$ cat config.mk
export PLATFORM = sky130hd
export DESIGN_NAME = audio_dac_serializer
export DESIGN_NICKNAME = d
export VERILOG_FILES = /design/src/rtl/audio_pkg.sv /design/src/rtl/sync_fifo.sv /design/src/rtl/audio_dac_serializer.sv
export SDC_FILE = /design/constraint.sdc
export NUM_CORES = 1
export LEC_CHECK = 0
export ABC_AREA = 1
export BUFFER_PORTS_ARGS = -buffer_cell sky130_fd_sc_hd__buf_2
export CAP_MARGIN = 20
export CORE_UTILIZATION = 50
export CTS_CLUSTER_DIAMETER = 30
export DETAILED_ROUTE_END_ITERATION = 8
export PLACE_DENSITY_LB_ADDON = 0.3
export SYNTH_ARGS = -nofsm -noshare
export SYNTH_HDL_FRONTEND = slang
export SYNTH_SLANG_ARGS = --single-unit
$ cat constraint.sdc
create_clock -name clk -period 5.3 [get_ports clk]
set_clock_uncertainty 0.05 [all_clocks]
set_input_delay 0.265 -clock clk [delete_from_list [all_inputs] [get_ports clk]]
set_output_delay 0.265 -clock clk [all_outputs]
set_load 0.005 [all_outputs]
$ cat src/rtl/audio_pkg.sv
// rtl/audio_pkg.sv - format enum and default constants for the audio DAC serializer
package audio_pkg;

  typedef enum logic {
    FMT_LJ  = 1'b0,
    FMT_I2S = 1'b1
  } fmt_e;

  localparam int SAMPLE_W_DEF   = 16;
  localparam int SLOT_W_DEF     = 32;
  localparam int FIFO_DEPTH_DEF = 8;
  localparam int BCLK_HALF_DEF  = 8;

endpackage

$ cat src/rtl/sync_fifo.sv
// rtl/sync_fifo.sv - single-clock show-ahead FIFO with full/empty/level status
module sync_fifo #(
  parameter int WIDTH = 32,
  parameter int DEPTH = 8
) (
  input  logic                     clk,
  input  logic                     reset_n,
  input  logic                     wr_en,
  input  logic [WIDTH-1:0]         wr_data,
  input  logic                     rd_en,
  output logic [WIDTH-1:0]         rd_data,
  output logic                     full,
  output logic                     empty,
  output logic [$clog2(DEPTH):0]   level
);

  localparam int AW = $clog2(DEPTH);

  logic [AW:0]      wr_ptr_q, wr_ptr_d;
  logic [AW:0]      rd_ptr_q, rd_ptr_d;
  logic [WIDTH-1:0] mem_q [DEPTH];
  logic             do_wr, do_rd;

  // Pointers carry one extra wrap bit so full and empty are distinguishable.
  assign level   = wr_ptr_q - rd_ptr_q;
  assign full    = (level == (AW+1)'(DEPTH));
  assign empty   = (level == '0);
  assign do_wr   = wr_en && !full;
  assign do_rd   = rd_en && !empty;
  assign rd_data = mem_q[rd_ptr_q[AW-1:0]];

  always_comb begin
    wr_ptr_d = wr_ptr_q + (AW+1)'(do_wr);
    rd_ptr_d = rd_ptr_q + (AW+1)'(do_rd);
  end

  always_ff @(posedge clk) begin
    if (!reset_n) begin
      wr_ptr_q <= '0;
      rd_ptr_q <= '0;
    end else begin
      wr_ptr_q <= wr_ptr_d;
      rd_ptr_q <= rd_ptr_d;
    end
  end

  always_ff @(posedge clk) begin
    if (do_wr) begin
      mem_q[wr_ptr_q[AW-1:0]] <= wr_data;
    end
  end

endmodule

$ cat src/rtl/audio_dac_serializer.sv
// rtl/audio_dac_serializer.sv - stereo frame FIFO to I2S / left-justified codec serializer
module audio_dac_serializer
  import audio_pkg::*;
#(
  parameter int SAMPLE_W   = SAMPLE_W_DEF,
  parameter int SLOT_W     = SLOT_W_DEF,
  parameter int FIFO_DEPTH = FIFO_DEPTH_DEF,
  parameter int BCLK_HALF  = BCLK_HALF_DEF
) (
  input  logic                          clk,
  input  logic                          reset_n,
  input  logic                          s_valid,
  output logic                          s_ready,
  input  logic [SAMPLE_W-1:0]           s_left,
  input  logic [SAMPLE_W-1:0]           s_right,
  input  logic                          mute,
  input  logic                          fmt_i2s,
  output logic                          bclk,
  output logic                          lrck,
  output logic                          dacdat,
  output logic [$clog2(FIFO_DEPTH):0]   fifo_level,
  output logic [15:0]                   underflow_cnt
);

  localparam int LVL_W = $clog2(FIFO_DEPTH) + 1;
  localparam int DIV_W = $clog2(BCLK_HALF);
  localparam int BIT_W = $clog2(SLOT_W);
  localparam logic [DIV_W-1:0] DIV_LAST = DIV_W'(BCLK_HALF - 1);
  localparam logic [BIT_W-1:0] BIT_LAST = BIT_W'(SLOT_W - 1);

  logic                  started_q, started_d;
  logic [DIV_W-1:0]      div_q, div_d;
  logic                  bclk_q, bclk_d;
  logic                  lrck_q, lrck_d;
  logic [BIT_W-1:0]      bit_q, bit_d;
  logic [SLOT_W-1:0]     sr_q, sr_d;
  logic [SAMPLE_W-1:0]   right_q, right_d;
  fmt_e                  fmt_q, fmt_d;
  logic                  lj_bit_q, lj_bit_d;
  logic                  dacdat_q, dacdat_d;
  logic                  s_ready_q, s_ready_d;
  logic [15:0]           ucnt_q, ucnt_d;

  logic                  push, pop, tick, fall, slot_end, frame_start;
  logic [2*SAMPLE_W-1:0] fifo_rdata;
  logic                  fifo_full, fifo_empty;
  logic [LVL_W-1:0]      fifo_lvl, lvl_next;
  logic [SAMPLE_W-1:0]   left_s;

  function automatic logic [SLOT_W-1:0] slot_word(input logic [SAMPLE_W-1:0] s);
    return SLOT_W'(s) << (SLOT_W - SAMPLE_W);
  endfunction

  sync_fifo #(
    .WIDTH (2*SAMPLE_W),
    .DEPTH (FIFO_DEPTH)
  ) u_fifo (
    .clk     (clk),
    .reset_n (reset_n),
    .wr_en   (push),
    .wr_data ({s_left, s_right}),
    .rd_en   (pop),
    .rd_data (fifo_rdata),
    .full    (fifo_full),
    .empty   (fifo_empty),
    .level   (fifo_lvl)
  );

  assign push     = s_valid && s_ready_q && !fifo_full;
  assign tick     = (div_q == DIV_LAST);
  assign fall     = tick && bclk_q;
  assign slot_end = fall && (bit_q == BIT_LAST);
  // The first cycle out of reset behaves like an lrck 1->0 edge.
  assign frame_start = !started_q || (slot_end && lrck_q);
  assign lvl_next    = fifo_lvl + LVL_W'(push) - LVL_W'(pop);

  always_comb begin
    started_d = 1'b1;
    div_d     = div_q + DIV_W'(1);
    bclk_d    = bclk_q;
    lrck_d    = lrck_q;
    bit_d     = bit_q;
    sr_d      = sr_q;
    right_d   = right_q;
    fmt_d     = fmt_q;
    lj_bit_d  = lj_bit_q;
    dacdat_d  = dacdat_q;
    ucnt_d    = ucnt_q;
    left_s    = '0;
    pop       = 1'b0;

    if (tick) begin
      div_d  = '0;
      bclk_d = ~bclk_q;
    end
    if (fall) begin
      bit_d = (bit_q == BIT_LAST) ? '0 : bit_q + BIT_W'(1);
      sr_d  = sr_q << 1;
    end
    if (slot_end && !lrck_q) begin
      lrck_d = 1'b1;
      sr_d   = slot_word(right_q);
    end
    if (frame_start) begin
      lrck_d = 1'b0;
      bclk_d = 1'b0;
      div_d  = '0;
      bit_d  = '0;
      fmt_d  = fmt_e'(fmt_i2s);
      right_d = '0;
      if (!fifo_empty) begin
        pop = 1'b1;
        if (!mute) begin
          left_s  = fifo_rdata[2*SAMPLE_W-1:SAMPLE_W];
          right_d = fifo_rdata[SAMPLE_W-1:0];
        end
      end else if (ucnt_q != 16'hFFFF) begin
        ucnt_d = ucnt_q + 16'd1;
      end
      sr_d = slot_word(left_s);
    end
    // I2S replays the previous left-justified bit, giving the one-BCLK delay.
    if (fall || frame_start) begin
      lj_bit_d = sr_d[SLOT_W-1];
      dacdat_d = (fmt_d == FMT_I2S) ? lj_bit_q : lj_bit_d;
    end

    s_ready_d = (lvl_next != LVL_W'(FIFO_DEPTH));
  end

  always_ff @(posedge clk) begin
    if (!reset_n) begin
      started_q <= 1'b0;
      div_q     <= '0;
      bclk_q    <= 1'b0;
      lrck_q    <= 1'b0;
      bit_q     <= '0;
      sr_q      <= '0;
      right_q   <= '0;
      fmt_q     <= FMT_LJ;
      lj_bit_q  <= 1'b0;
      dacdat_q  <= 1'b0;
      s_ready_q <= 1'b0;
      ucnt_q    <= '0;
    end else begin
      started_q <= started_d;
      div_q     <= div_d;
      bclk_q    <= bclk_d;
      lrck_q    <= lrck_d;
      bit_q     <= bit_d;
      sr_q      <= sr_d;
      right_q   <= right_d;
      fmt_q     <= fmt_d;
      lj_bit_q  <= lj_bit_d;
      dacdat_q  <= dacdat_d;
      s_ready_q <= s_ready_d;
      ucnt_q    <= ucnt_d;
    end
  end

  assign s_ready       = s_ready_q;
  assign bclk          = bclk_q;
  assign lrck          = lrck_q;
  assign dacdat        = dacdat_q;
  assign fifo_level    = fifo_lvl;
  assign underflow_cnt = ucnt_q;

endmodule

==> summary.md <==
| Metric | Value |
|---|---|
| Total Routing Usage GR | ~23% |
| Routing layer with the top usage in global route | met2 |
| Number of clock buffers inserted by TritonCTS | 67 |
| Non-filler cells, final | 1741 |
| Vert. Die Dim | around 170 um |
| Peak supply drop | 0.2664 mV |
| Number of antenna cells inserted | 0 |
| Synthesized instance count | approximately 1200 |
| Power Density | 514.5 mW/mm^2 |
| Std cell rows | 59 |
| First-iteration detailed-routing DRC count | approximately 760 |
| CP Launch Type | register |
| Overall die width | between 150 and 200 um |
| Leak | 6.183 nW |
| Switching pwr | between 2 and 3 mW |
| # DRC | 5 |
| Cell area after layout | approximately 0.016 sq mm |
| Worst hold start | fmt_i2s |
| Post-synthesis net count | between 1000 and 1500 |
| TritonCTS clock tree | built |
| HPWL reported at the end of detailed placement | between 15 and 20 mm |
| Sum of overflow across all layers after global routing | 0 |
| Yosys warns | 0 |
| Share of post-route cells with drive strength above 1 | roughly 15% |
| Post-layout minimum cycle time | 3.453 ns |
| Placed Cells incl. Taps | roughly 1600 |
| Vias per inst | 5.539 |
| Path type of the worst setup path | register to register |
| Cells resized by post-CTS repair | 0 |
| Largest area contributor in the synthesized netlist | edfxtp_1 |
| Core outline area | approximately 0.026 sq mm |
| Wire length after detailed routing | between 30 and 40 mm |
| WP data required | approximately 5.5 ns |
| Max-slew violations | 0 |
| Hold WC Path Type | primary input to register |
| Antenna violations before repair | 0 |
| Vias in the first global route | between 9000 and 10000 |
| Final setup violation count | 0 |
| CTS Sinks | about 330 |
| Global-route wire length before repair | a little under 50 mm |
| Top post-synthesis cells by area | edfxtp_1 (57%), dfxtp_1 (11%), nand2_1 (7.0%), o21ai_0 (6.1%), nor2_1 (4.4%) |
| Final #Nets | between 1000 and 1500 |
| Outcome | finished with violations |
| WL per Instance | 18.13 um |
| Total of buffers placed on input and output ports | 60 |
| Arrival time of data at the critical path endpoint | between 3 and 4 ns |
| Hold violation count in the final report | 0 |
| Cell area after synthesis | about 0.014 sq mm |
| Sequential share of the synthesized area | 67.38% |
| Sequential Power Share | a little over a third |
| Via count | 9644 |
| Final worst path period share | between 60% and 70% |
| Endpoint kind of the worst setup timing path | register |
| Weighted congestion at the end of routability-driven global placement | slightly above 0.8 |
| RSZ-0062 raised after global routing | no |
| Total die area | about 0.028 sq mm |
| Met2 track demand over resource in global routing | 36.94% |
| Internal power | about 6.0 mW |
| Buffer type at the clock tree root | clkbuf_16 |
| Worst-path maximum fanout | 24 |
| F_max | between 200 and 300 MHz |
| Post-synthesis area per instance | about 11 sq um |
| Synth-to-layout area growth | 22.01% |
| H-tree levels | 3 |
| Flop and latch count out of synthesis | around 330 |
| Clock network fraction of design power | 45.0% |
| Post-synth top area share | 56.87% |
| Worst slew pin tran | 0.9285 ns |
| Ports placed on the boundary | 61 |
| Post-synth cell types | 34 |
| Maximum clock insertion buffer count | 3 |
| Number of detailed-route iterations in the first pass | 7 |
| Post-CTS clock slew at the launch and capture registers of the worst setup and hold paths | 0.04 ns |
| Max-cap violations | 0 |
| Number of routed nets with antenna violations | 0 |
| Global-route met3 utilization | between 5 and 6% |
| Initial cell density of the core | 51.44% |
| Fraction of power consumed by combinational cells | between 10% and 20% |
| Total negative slack | 0 ns |
| Violated checks | DRC |
| Met1 routing resource usage after global routing | 30.07% |
| Maximum number of pins on one net before global-route repair | slightly above 70 |
| Worst slew margin | a little under two fifths |
| Worst setup startpoint | u_fifo.wr_ptr_q[0]$_SDFF_PN0_ |
| Standard cell area after detailed placement | between 0.01 and 0.015 sq mm |
| Worst r2r src | u_fifo.wr_ptr_q[0]$_SDFF_PN0_ |
| Clk_lat worst skew | 0.54 ns |
| Switching Share | between 20% and 30% |
## worst paths after layout
path,end,slack [ns],cells past startpoint
max reg2reg,u_fifo.mem_q[0][19]$_DFFE_PP_,1.85,13
min,fmt_q$_SDFF_PN0_,0.04,5
max,u_fifo.mem_q[0][19]$_DFFE_PP_,1.85,13
min reg2reg,div_q[0]$_SDFF_PP0_,0.37,1
## flip-flops by register name, summed over array words and instances (netlist names)
name,flops
u_fifo.mem_q,256
right_q,16
sr_q,16
underflow_cnt,16
bit_q,5
u_fifo.rd_ptr_q,4
u_fifo.wr_ptr_q,4
div_q,3
bclk,1
dacdat,1
fmt_q,1
lj_bit_q,1
lrck,1
s_ready,1
started_q,1
## placed cells by master (no fill, tap or decap), types with 7 or more instances in the layout
| master | n |
|---|---|
| clkinvlp_4 | 10 |
| nand3_1 | 50 |
| nor3_1 | 7 |
| o21ai_0 | 165 |
| buf_2 | 60 |
| xor2_1 | 12 |
| inv_1 | 55 |
| nor2_1 | 152 |
| o22ai_1 | 62 |
| buf_4 | 17 |
| dfxtp_1 | 69 |
| clkbuf_16 | 69 |
| clkinv_4 | 8 |
| a21oi_1 | 36 |
| dlygate4sd3_1 | 32 |
| ha_1 | 18 |
| nand2_1 | 253 |
| nor2_4 | 9 |
| clkinv_1 | 9 |
| edfxtp_1 | 256 |
| clkbuf_1 | 7 |
| clkinv_2 | 11 |
## cells in the mapped netlist
library cell  number
xor2_1            12
a21oi_2            3
buf_12             1
nor3_4             1
o211ai_1           2
nand3_1           50
nand4_1            3
clkbuf_1          34
inv_1             56
nand2_4            1
nand3b_1           1
clkbuf_2           4
o22ai_1           62
nand3_2            3
nor2_2             2
nor3_2             1
nor2_1           160
nand2_1          253
o21ai_0          165
buf_2             16
or2_2              2
dfxtp_1           71
buf_1              5
a21oi_1           36
clkinv_1           1
buf_6              3
fa_1               2
edfxtp_1         256
nor2_4             1
xnor2_1            6
nor3_1             7
buf_4              8
inv_2              3
ha_1              18
## power groups by stage
| stage | clock, mW | sequential (mW) | combinational, mW |
|---|---|---|---|
| floorplan | 0 | 3.05 | 1.13 |
| global placement | 0 | 3.06 | 1.58 |
| detailed placement | 0 | 3.06 | 1.60 |
| CTS | 3.87 | 3.02 | 1.64 |
| global route | 3.99 | 3.03 | 1.83 |
| finish | 3.82 | 3.02 | 1.65 |
## layout make-up
cell class                 count  area [sq um]
clock buffer                  79          1794
clock inverter                40         307.8
fill                        2015          9787
inverter                      60         226.5
multi-input combinational    791          3884
sequential                   327          9114
tap                          335         419.2
timing repair buffer         109         748.2
## critical path, stage by stage, from the launching register on
cell     delay [ns]
dfxtp_1        0.32
inv_1          0.08
ha_1           0.14
inv_1          0.06
fa_1           0.37
xor2_1         0.17
inv_1          0.11
ha_1           0.20
nand3_1        0.08
nand3_1        0.10
inv_1          0.13
nand2_1        0.25
nor2_4         0.78
buf_4          0.33
## metrics by stage
step	utilization [%]	hold slack, ns	setup slack [ns]	power [mW]
finish	62.76	0.03740	1.847	8.486
CTS	62.76	0.01635	1.800	8.523
global route	62.76	0.06984	1.600	8.855
global placement	53.54	0.3554	1.880	4.636
floorplan	-	0.2427	1.390	4.185
detailed placement	53.54	0.3742	1.795	4.663
## logic make-up after synthesis
kind of cell,count (synthesis),share of synthesized area [%]
xor gates and xnor gates,18,1.166
buffers and inverters,131,4.332
DFF,327,67.38
adders and majority gates,20,1.962
and+or+nand+nor,485,14.54
AOI/OAI and AO/OA,268,10.62
## layer usage
| metal | up-vias | wire length, um |
|---|---|---|
| met4 | 0 | 713 |
| met3 | 61 | 2275 |
| met5 | - | 0 |
| li1 | 4595 | - |
| met1 | 4648 | 13550 |
| met2 | 340 | 15020 |
## timing repair
| item | in CTS | in global routing |
|---|---|---|
| setup buffers | 0 | 0 |
| endpoints found under the hold margin | 250 | 0 |
| hold buffers | 32 | 0 |
(Power assumes the default switching activity.)
